===== config.mk =====
export PLATFORM = sky130hd
export DESIGN_NAME = mem_access
export DESIGN_NICKNAME = d
export VERILOG_FILES = /design/src/rtl/mem_access.sv
export SDC_FILE = /design/constraint.sdc
export NUM_CORES = 1
export LEC_CHECK = 0
export CAP_MARGIN = 20
export CORE_MARGIN = 2
export CORE_UTILIZATION = 46
export CTS_CLUSTER_DIAMETER = 120
export CTS_CLUSTER_SIZE = 30
export DETAILED_ROUTE_END_ITERATION = 10
export PLACE_DENSITY_LB_ADDON = 0.3
export SYNTH_ARGS = -nofsm -noshare
export SYNTH_HDL_FRONTEND = slang
export SYNTH_SLANG_ARGS = --single-unit
export TNS_END_PERCENT = 1

===== constraint.sdc =====
create_clock -name clk -period 2.6 [get_ports clk]
set_clock_uncertainty 0.1 [all_clocks]
set_input_delay 0.26 -clock clk [delete_from_list [all_inputs] [get_ports clk]]
set_output_delay 0.26 -clock clk [all_outputs]
set_load 0.01 [all_outputs]

===== src/rtl/mem_access.sv =====
// Memory-access stage: ALU pass-through or load/store over a request/response data bus.
// Optional MEM_MISALIGN_CHECK_EN makes misaligned accesses skip the bus and flag out_misalign.
module mem_access (
   input  logic        clk,
   input  logic        reset,
   input  logic        in_valid,
   output logic        in_ready,
   input  logic [1:0]  in_memop,
   input  logic [2:0]  in_size,
   input  logic [63:0] in_alu,
   input  logic [63:0] in_wdata,
   input  logic [4:0]  in_rd,
   output logic        dreq_valid,
   output logic [63:0] dreq_addr,
   output logic        dreq_write,
   output logic [7:0]  dreq_strobe,
   output logic [63:0] dreq_wdata,
   input  logic        dresp_ok,
   input  logic [63:0] dresp_data,
   output logic        out_valid,
   output logic [63:0] out_data,
   output logic [4:0]  out_rd,
   output logic        out_wen,
   output logic        out_misalign
);

   localparam logic [1:0] IDLE = 2'd0;
   localparam logic [1:0] REQ  = 2'd1;
   localparam logic [1:0] DONE = 2'd2;

   logic [1:0] state;
   logic [2:0] size_q;
   logic       load_q;

   logic       take, is_ld, is_st, mis;
   logic [5:0] lane_sh;
   logic [7:0] base_strobe, strobe_c;
   logic [63:0] wdata_c;

   assign in_ready   = (state == IDLE) || (state == DONE);
   assign dreq_valid = (state == REQ);
   assign out_valid  = (state == DONE);

   assign take    = in_valid && in_ready;
   assign is_ld   = (in_memop == 2'b01);
   assign is_st   = (in_memop == 2'b10);
   assign lane_sh = {in_alu[2:0], 3'b000};

   always_comb begin
      base_strobe = 8'h00;
      case (in_size[1:0])
         2'b00:   base_strobe = 8'h01;
         2'b01:   base_strobe = 8'h03;
         2'b10:   base_strobe = 8'h0F;
         default: base_strobe = 8'hFF;
      endcase
   end

   // Lanes shifted past byte 7 fall off the 8-bit / 64-bit results.
   assign strobe_c = base_strobe << in_alu[2:0];
   assign wdata_c  = in_wdata << lane_sh;

`ifdef MEM_MISALIGN_CHECK_EN
   logic mis_addr;
   always_comb begin
      mis_addr = 1'b0;
      case (in_size[1:0])
         2'b01:   mis_addr = in_alu[0];
         2'b10:   mis_addr = |in_alu[1:0];
         2'b11:   mis_addr = |in_alu[2:0];
         default: mis_addr = 1'b0;
      endcase
   end
   assign mis = (is_ld || is_st) && mis_addr;
`else
   assign mis = 1'b0;
`endif

   // Size code: [1:0] selects width (reserved 111 lands on D), [2] selects zero-extend.
   function automatic logic [63:0] load_extract(input logic [63:0] data,
                                                input logic [2:0]  off,
                                                input logic [2:0]  sz);
      logic [63:0] sh;
      sh = data >> {off, 3'b000};
      case (sz[1:0])
         2'b00:   load_extract = sz[2] ? {56'd0, sh[7:0]}  : {{56{sh[7]}},  sh[7:0]};
         2'b01:   load_extract = sz[2] ? {48'd0, sh[15:0]} : {{48{sh[15]}}, sh[15:0]};
         2'b10:   load_extract = sz[2] ? {32'd0, sh[31:0]} : {{32{sh[31]}}, sh[31:0]};
         default: load_extract = sh;
      endcase
   endfunction

   always_ff @(posedge clk) begin
      if (reset) begin
         state        <= IDLE;
         size_q       <= 3'd0;
         load_q       <= 1'b0;
         dreq_addr    <= 64'd0;
         dreq_write   <= 1'b0;
         dreq_strobe  <= 8'd0;
         dreq_wdata   <= 64'd0;
         out_data     <= 64'd0;
         out_rd       <= 5'd0;
         out_wen      <= 1'b0;
         out_misalign <= 1'b0;
      end else begin
         case (state)
            REQ: begin
               if (dresp_ok) begin
                  state <= DONE;
                  if (load_q)
                     out_data <= load_extract(dresp_data, dreq_addr[2:0], size_q);
               end
            end
            default: begin
               if (take) begin
                  out_rd <= in_rd;
                  if ((is_ld || is_st) && !mis) begin
                     state        <= REQ;
                     size_q       <= in_size;
                     load_q       <= is_ld;
                     dreq_addr    <= in_alu;
                     dreq_write   <= is_st;
                     dreq_strobe  <= is_st ? strobe_c : 8'd0;
                     dreq_wdata   <= is_st ? wdata_c : 64'd0;
                     out_data     <= 64'd0;
                     out_wen      <= is_ld;
                     out_misalign <= 1'b0;
                  end else begin
                     state        <= DONE;
                     out_data     <= in_alu;
                     out_wen      <= !mis;
                     out_misalign <= mis;
                  end
               end else begin
                  state <= IDLE;
               end
            end
         endcase
      end
   end

endmodule


# Word-level counts from Yosys, hierarchy flattened

Index checks and enable logic that the tools add are counted.

Equality and inequality tests: 10
Shifts and indexed selects: 3
Muxes and demuxes: 17
Bitwise operators: 1
Reductions and logical operators: 10

Operators by type and width:

| cell                 | count |
|---|---|
| $mux W64             | 9 |
| $pmux W64 S3         | 1 |
| $shl A64 B6 Y64      | 1 |
| $shr A64 B6 Y64      | 1 |
| $pmux W8 S3          | 1 |
| $eq A2 B1 Y1 const B | 4 |
| $eq A2 B2 Y1 const B | 4 |
| $mux W2              | 4 |
| $mux W8              | 1 |
| $shl A8 B3 Y8        | 1 |
| $logic_not A2 Y1     | 3 |
| $reduce_and A3 Y1    | 2 |
| $ne A2 B1 Y1 const B | 2 |
| $logic_or A1 B1 Y1   | 2 |
| $reduce_and A2 Y1    | 1 |
| $reduce_bool A2 Y1   | 1 |
| $logic_and A1 B1 Y1  | 1 |
| $mux W1              | 1 |
| $not A1 Y1           | 1 |

Flip-flop bits (word level): 213
Bits of input ports: 206
Output and inout port bits: 211
Word-level logic and storage cells: 51

# Depth between registers and ports, before layout

Gate-level depths: netlist (run 1).

Depth in word-level cells: 6
Mapped depth: 9
Depth with buffers taken out: 7

# Least setup slack after synthesis (run 1)

OpenSTA, ideal clock, no wires.

Path type: register to register
Start point: register dreq_addr[1]
End point: register out_data[5]
Arrival time: 1.897 ns
Setup slack: 0.471 ns
Cell stages (with the launch flop): 8
Clock period less this slack: 2.129 ns
Cell sequence: dfxtp_1 -> buf_6 -> buf_6 -> buf_6 -> mux2_2 -> mux4_2 -> a221oi_2 -> nor3_1

Longest elaborated chain between the ends: 6
Elaborated cells between the ends (all ways): 8
Those cells by class: 1 x shift; 7 x mux

Ends and longest elaborated chain:

| element                     | RTL line   | text |
|---|---|---|
| start, declared             | 14         | `output logic [63:0] dreq_addr,` |
| start signal, assigned      | 122        | `dreq_addr <= in_alu;` |
| $shr A64 B6 Y64 (*)         | 84         | `sh = data >> {off, 3'b000};` |
| $mux W64 (on tied branches) | 88, 86, 87 |  |
| $pmux W64 S3 (*)            | 85         | `case (sz[1:0])` |
| $mux W64 (*)                | 111        | `if (load_q)` |
| $mux W64 (*)                | 109        | `if (dresp_ok) begin` |
| $mux W64 (*)                | 107        | `case (state)` |
| end signal, assigned        | 112        | `out_data <= load_extract(dresp_data, dreq_addr[2:0], size_q);` |
| end signal, assigned        | 131        | `out_data <= in_alu;` |
| end, declared               | 21         | `output logic [63:0] out_data,` |

Every way passes the cells marked *; elsewhere a longest branch is shown, timed or not. The select of a mux whose other input is x is not followed.
A chain may end at the register's enable or synchronous reset.

# Worst setup path in the final report (run 1)

Start point: register dreq_addr[1]
End point: register out_data[52]

Same word-level chain as after synthesis.

==> impl_metrics.tcl, run 1 <==
set metrics [dict create \
    gr-total-overflow 0 \
    dpl.hpwl_um 35100 \
    wl_met2_um 21400 \
    slowest_stage "dfxtp_2" \
    min_period_ns 2.42 \
    gp_congestion 0.952 \
    die_w_um 166 \
    hold_violations 0 \
    synth_compound_area_share_pct 22.3 \
    cp_slowest_stage_delay_ns 0.50 \
    relSlewSlack_pct 39.2 \
    worst_pin_slew_ns 0.912 \
    drv_cap 0 \
    yosysTopAreaCellShare_pct 35.5 \
    finalSetupViolCount 0 \
    tns_ns 0 \
    die_area_mm2 0.0274 \
    grt_pass1_vias 12100 \
    synth_top_family_by_area "compound AO/OA/AOI/OAI gates" \
    numPortBuffers 415 \
    period_share_pct 93.0 \
    critical_path.cell_chain "mux2_1 -> nor2_1 -> nor4_4 -> buf_4 -> a2111oi_4 -> buf_12 -> a211oi_2" \
    power_leakage_nw 5.96 \
    synth_flop_cell "dfxtp_1" \
    cts_tree "done" \
    power_density_mw_per_mm2 466 \
    layout-drive-gt1-share_pct 14.2 \
    postPlaceCellArea_mm2 0.0166 \
    path_max_fanout 32 \
    worstSetupEndpointType "flop" \
    synth_simple_gate_area_share_pct 16.7 \
    outcome "complete, no violations" \
    final.fill_count 2168 \
    seqCellArea_mm2 0.00427 \
    drtIter0Drc 1444 \
    cts_buffer_depth 3 \
    cp.arrival_ns 2.67 \
    track_usage_pct 33.0 \
    dpl_worst_slack_ns -0.145 \
    pin_count 417 \
    ys_warn_count 0 \
    grt_first_pass_wirelength_um 72500 \
    multi_input_area_mm2 0.00711 \
    crit_buf_inv 2 \
    layout_setup_ws_ns 0.182 \
    synth_area_mm2 0.0120 \
    peakVddDrop_uv 464 \
    via_per_inst 6.02 \
    cp_top_family "flip-flops" \
    synth_mux_area_share_pct 19.6 \
    grt_max_degree 134 \
    cts_setup_buffers 0 \
    max_freq_mhz 414 \
    finalPower_mw 7.89 \
    start_util_pct 46.5 \
    avgSynthCellArea_um2 8.66 \
    seq_area_frac_synth_pct 35.5 \
    rsz0062_at_grt "no" \
    routed_wl_um 47200 \
    wl_per_cell_um 22.6 \
    fin_area_mm2 0.0169 \
    nNetsFinal 1952 \
    final_max_slew_viol_count 0 \
    drc 0 \
    final_cell_mix "clkdlybuf4s50_1 (411), nand2_1 (240), dfxtp_1 (210)" \
    async_flop_share_pct 0 \
    synth_edf_count 0 \
    clk_latency_ns 0.49 \
    clkTransAtPathRegs_ns 0.12 \
    die_height_um 166 \
    area_delta_synth_final_pct 40.8 \
    ys_types 58 \
    vias 12500 \
    crit_path_start_kind "flop" \
    synthAdderAreaFrac_pct 0.312 \
    drt_pass1_iterations 5 \
    cp.required_ns 2.86 \
    wl_met3_um 4250 \
    fp-row-count 59 \
    netlist_instances 1388 \
    final_common_cell "clkdlybuf4s50_1" \
    clockRootBuffer "clkbuf_16" \
    cts_sinks 213 \
    yosys.area.top_type "dfxtp_1" \
    hold_path.class "in2reg" \
    synthXorXnorAreaFrac_pct 0 \
    synth-seq-cells 213 \
    antenna_found_initial 7 \
    htree_num_levels 1 \
    syn-num-nets 1597 \
    fp.coreArea_mm2 0.0258 \
    highest_layer "met5" \
    holdWs_ns 0.0609 \
    wl_met1_um 18900 \
    postRouteAntennaNets 0 \
    cts_made_buffers 11 \
    setup.worst_path.class "reg2reg" \
    ys_top_cells_by_area "dfxtp_1 (35%), nand2_1 (7.5%), mux4_2 (6.7%), mux2_2 (5.9%), a21oi_1 (5.1%)" \
]
[state kept, by name (all words and copies together) (netlist names)]
name,flops
state,2
dreq_write,1
size_q,3
out_rd,5
dreq_strobe,8
out_wen,1
load_q,1
dreq_addr,64
out_data,64
dreq_wdata,64
[layer usage]
metal	vias to the layer above	track usage, %
met3	134	7.12
li1	5725	-
met4	4	15.7
met1	5993	42.8
met5	-	0
met2	693	52.6
[area by class of cell]
cell class,count,area share (%)
diodes,4,0.0591
flip-flops and latches,213,25.2
inverters,14,0.310
well taps,335,2.48
multi-input cells,1027,42.0
clock inverters,3,0.185
repair buffers,476,28.1
clock buffers,12,1.65
[Yosys cell counts (13+ instances only)]
cell      count
a211oi_1     31
a211oi_2     30
a21oi_1     122
a222oi_1     16
a22oi_1      71
buf_2        31
clkbuf_1     79
dfxtp_1     213
mux2_1       13
mux2_2       63
mux2i_1      60
mux4_2       36
nand2_1     241
nand3_1      49
nor2_1      125
nor2b_1      15
o21ai_0      66
[final timing paths]
check,start,endpoint,slack (ns),depth (start not counted)
max,dreq_addr[1]$_SDFFE_PP0P_,out_data[52]$_SDFFE_PP0P_,0.18,7
min reg2reg,dreq_addr[33]$_SDFFE_PP0P_,dreq_addr[33]$_SDFFE_PP0P_,0.36,2
max reg2reg,dreq_addr[1]$_SDFFE_PP0P_,out_data[52]$_SDFFE_PP0P_,0.18,7
min,reset,dreq_addr[24]$_SDFFE_PP0P_,0.06,2
[power by group]
group / switching (mW) / internal [mW] / leakage (nW) / total, mW
logic: 1.20 / 1.15 / 4.07 / 2.35
registers: 0.120 / 3.44 / 1.74 / 3.56
clock network: 1.18 / 0.810 / 0.153 / 1.99
[kinds of logic (layout without fill, tap and decap cells)]
kind of cell | after synthesis | in the layout
fa+ha+maj | 3 | 3
flops | 213 | 213
simple gates | 468 | 468
other cells | 1 | 5
mux | 178 | 178
buf+inv | 148 | 505
compound gates | 377 | 377
[stage by stage]
| stage | util, % | std cells |
|---|---|---|
| after floorplan | - | 1388 |
| after global placement | 64.2 | 2065 |
| after detailed placement | 64.2 | 2065 |
| after CTS | 65.4 | 2080 |
| after global routing | 65.5 | 2083 |
| final | 65.5 | 2084 |
[repair_timing]
item                                   4_1_cts  5_1_grt
resized for setup                            0        1
hold buffers                                 0        0
endpoints found under the hold margin        0        0
setup endpoints to repair                    0       15
Note: power is estimated with default switching activity, not from simulation.
==> inputs of run 2 (changes only) <==
- CORE_UTILIZATION: 46 -> 40
- TNS_END_PERCENT: 1 -> 50
==> impl_metrics.tcl, run 2 (same netlist as run 1, synthesis figures left out) <==
set metrics [dict create \
    hold_start "reset" \
    fp.coreArea_mm2 0.0296 \
    cts_sinks 213 \
    clockRootBuffer "clkbuf_16" \
    tns_ns 0 \
    cts_made_buffers 11 \
    clkTransAtPathRegs_ns 0.12 \
    cp.required_ns 2.85 \
    final_common_cell "clkdlybuf4s50_1" \
    start_util_pct 40.5 \
    numPortBuffers 415 \
    fin_area_mm2 0.0170 \
    cp.arrival_ns 2.72 \
    area_delta_synth_final_pct 41.8 \
    dpl_worst_slack_ns -0.112 \
    dpl.hpwl_um 36200 \
    clockPowerShare_pct 24.9 \
    grt_first_pass_wirelength_um 71300 \
    hold_violations 0 \
    layout-drive-gt1-share_pct 14.6 \
    nNetsFinal 1959 \
    outcome "complete, no violations" \
    slowest_stage "mux4_2" \
    worstSetupEndpointType "flop" \
    grt_pass1_vias 11900 \
    final.fill_count 2692 \
    finalSetupViolCount 0 \
    power_density_mw_per_mm2 463 \
    crit_start "dreq_addr[1]$_SDFFE_PP0P_" \
    via_per_inst 5.79 \
    swShare_pct 31.4 \
    gp_congestion 0.951 \
    combPwrFrac_pct 30.0 \
    r2r-start "dreq_addr[1]$_SDFFE_PP0P_" \
    cts_buffer_depth 3 \
    peakVddDrop_uv 356 \
    drv_cap 0 \
    die_height_um 177 \
    path_max_fanout 30 \
    power_leakage_nw 6.00 \
    power.switching_mw 2.48 \
    vias 12400 \
    internal_power_mw 5.41 \
    setup.worst_path.class "reg2reg" \
    period_share_pct 95.0 \
    drc 0 \
    clk_latency_ns 0.48 \
    reg_top3 "dreq_addr x64, dreq_wdata x64, out_data x64" \
    min_period_ns 2.47 \
    die_w_um 177 \
    grt_max_degree 126 \
    drt_pass1_iterations 6 \
    layout_setup_ws_ns 0.130 \
    relSlewSlack_pct 37.7 \
    cp_slowest_stage_delay_ns 0.54 \
    fp-row-count 63 \
    routed_wl_um 48400 \
    hold_path.class "in2reg" \
    crit_path_start_kind "flop" \
    track_usage_pct 29.3 \
    final_cell_mix "clkdlybuf4s50_1 (411), nand2_1 (240), dfxtp_1 (210)" \
    critical_path.cell_chain "buf_4 -> mux2_1 -> mux4_2 -> a221oi_1 -> nor3_1" \
    postPlaceCellArea_mm2 0.0167 \
    htree_num_levels 1 \
    wl_per_cell_um 22.6 \
    worst_pin_slew_ns 0.934 \
    gr-total-overflow 0 \
    die_area_mm2 0.0314 \
    postRouteAntennaNets 0 \
    holdBufCountCts 0 \
    pin_count 417 \
    max_freq_mhz 405 \
    rsz0062_at_grt "no" \
    drtIter0Drc 1165 \
    antenna_found_initial 4 \
    cts_tree "done" \
    final_max_slew_viol_count 0 \
    seqPwrFrac_pct 45.1 \
]
-- run 2: cell count changes in the layout (fill, tap and decap cells not counted), sizes merged --
cell,before,now
buf,64,71
diode,4,2
-- run 2: final timing paths --
kind	slack, ns	cells past startpoint	end
worst max register to register	0.13	5	out_data[4]$_SDFFE_PP0P_
worst min register to register	0.36	2	dreq_addr[24]$_SDFFE_PP0P_
worst max-delay path	0.13	5	out_data[4]$_SDFFE_PP0P_
worst min-delay path	0.09	2	out_data[24]$_SDFFE_PP0P_
-- run 2: repair_timing --
| action | CTS | global route |
|---|---|---|
| endpoints found under the setup margin | 0 | 15 |
| gates resized for setup | 0 | 1 |
| endpoints found under the hold margin | 0 | 0 |
| buffers inserted | 0 | 0 |
-- run 2: stage by stage --
stage / total power [mW] / utilization [%] / hold WS (ns) / instances
5_1_grt: 8.21 / 57.5 / 0.109 / 2143
4_1_cts: 7.93 / 57.5 / 0.0943 / 2142
2_1_floorplan: 4.79 / - / 0.293 / 1388
3_5_place_dp: 5.97 / 56.4 / 0.346 / 2127
6_report: 7.89 / 57.5 / 0.0943 / 2144
3_3_place_gp: 5.94 / 56.4 / 0.342 / 2127
-- run 2: worst max-delay path: cells and delay by family (launching register included) --
kind / cells / cell delay (ns)
mux: 2 / 0.93
flops: 1 / 0.49
buf+inv: 1 / 0.42
compound gates: 1 / 0.29
simple gates: 1 / 0.09
-- run 2: power by group through the flow --
stage               registers (mW)  logic (mW)  clock network [mW]
detailed placement            3.63        2.34                   0
floorplan                     3.68        1.11                   0
finish                        3.55        2.37                1.97
CTS                           3.55        2.35                2.02
global route                  3.57        2.52                2.12
global placement              3.62        2.33                   0
-- run 2: layer usage --
layer	vias to the layer above	wire length, um	track usage [%]
li1	5736	-	-
met1	5901	19800	38.5
met2	674	22100	47.7
met3	108	4220	5.27
met4	4	2260	11.6
met5	-	29	0
-- run 2: layout make-up --
cell class                 instances  area (um2)  share of cell area, %
multi-input combinational       1027        7110                   41.7
timing repair buffer             483        4810                   28.2
sequential                       213        4270                   25.1
tap                              390         488                   2.86
clock buffer                      12         279                   1.64
inverter                          14        52.6                  0.308
clock inverter                     3        36.3                  0.213
antenna                            2        5.00                 0.0294
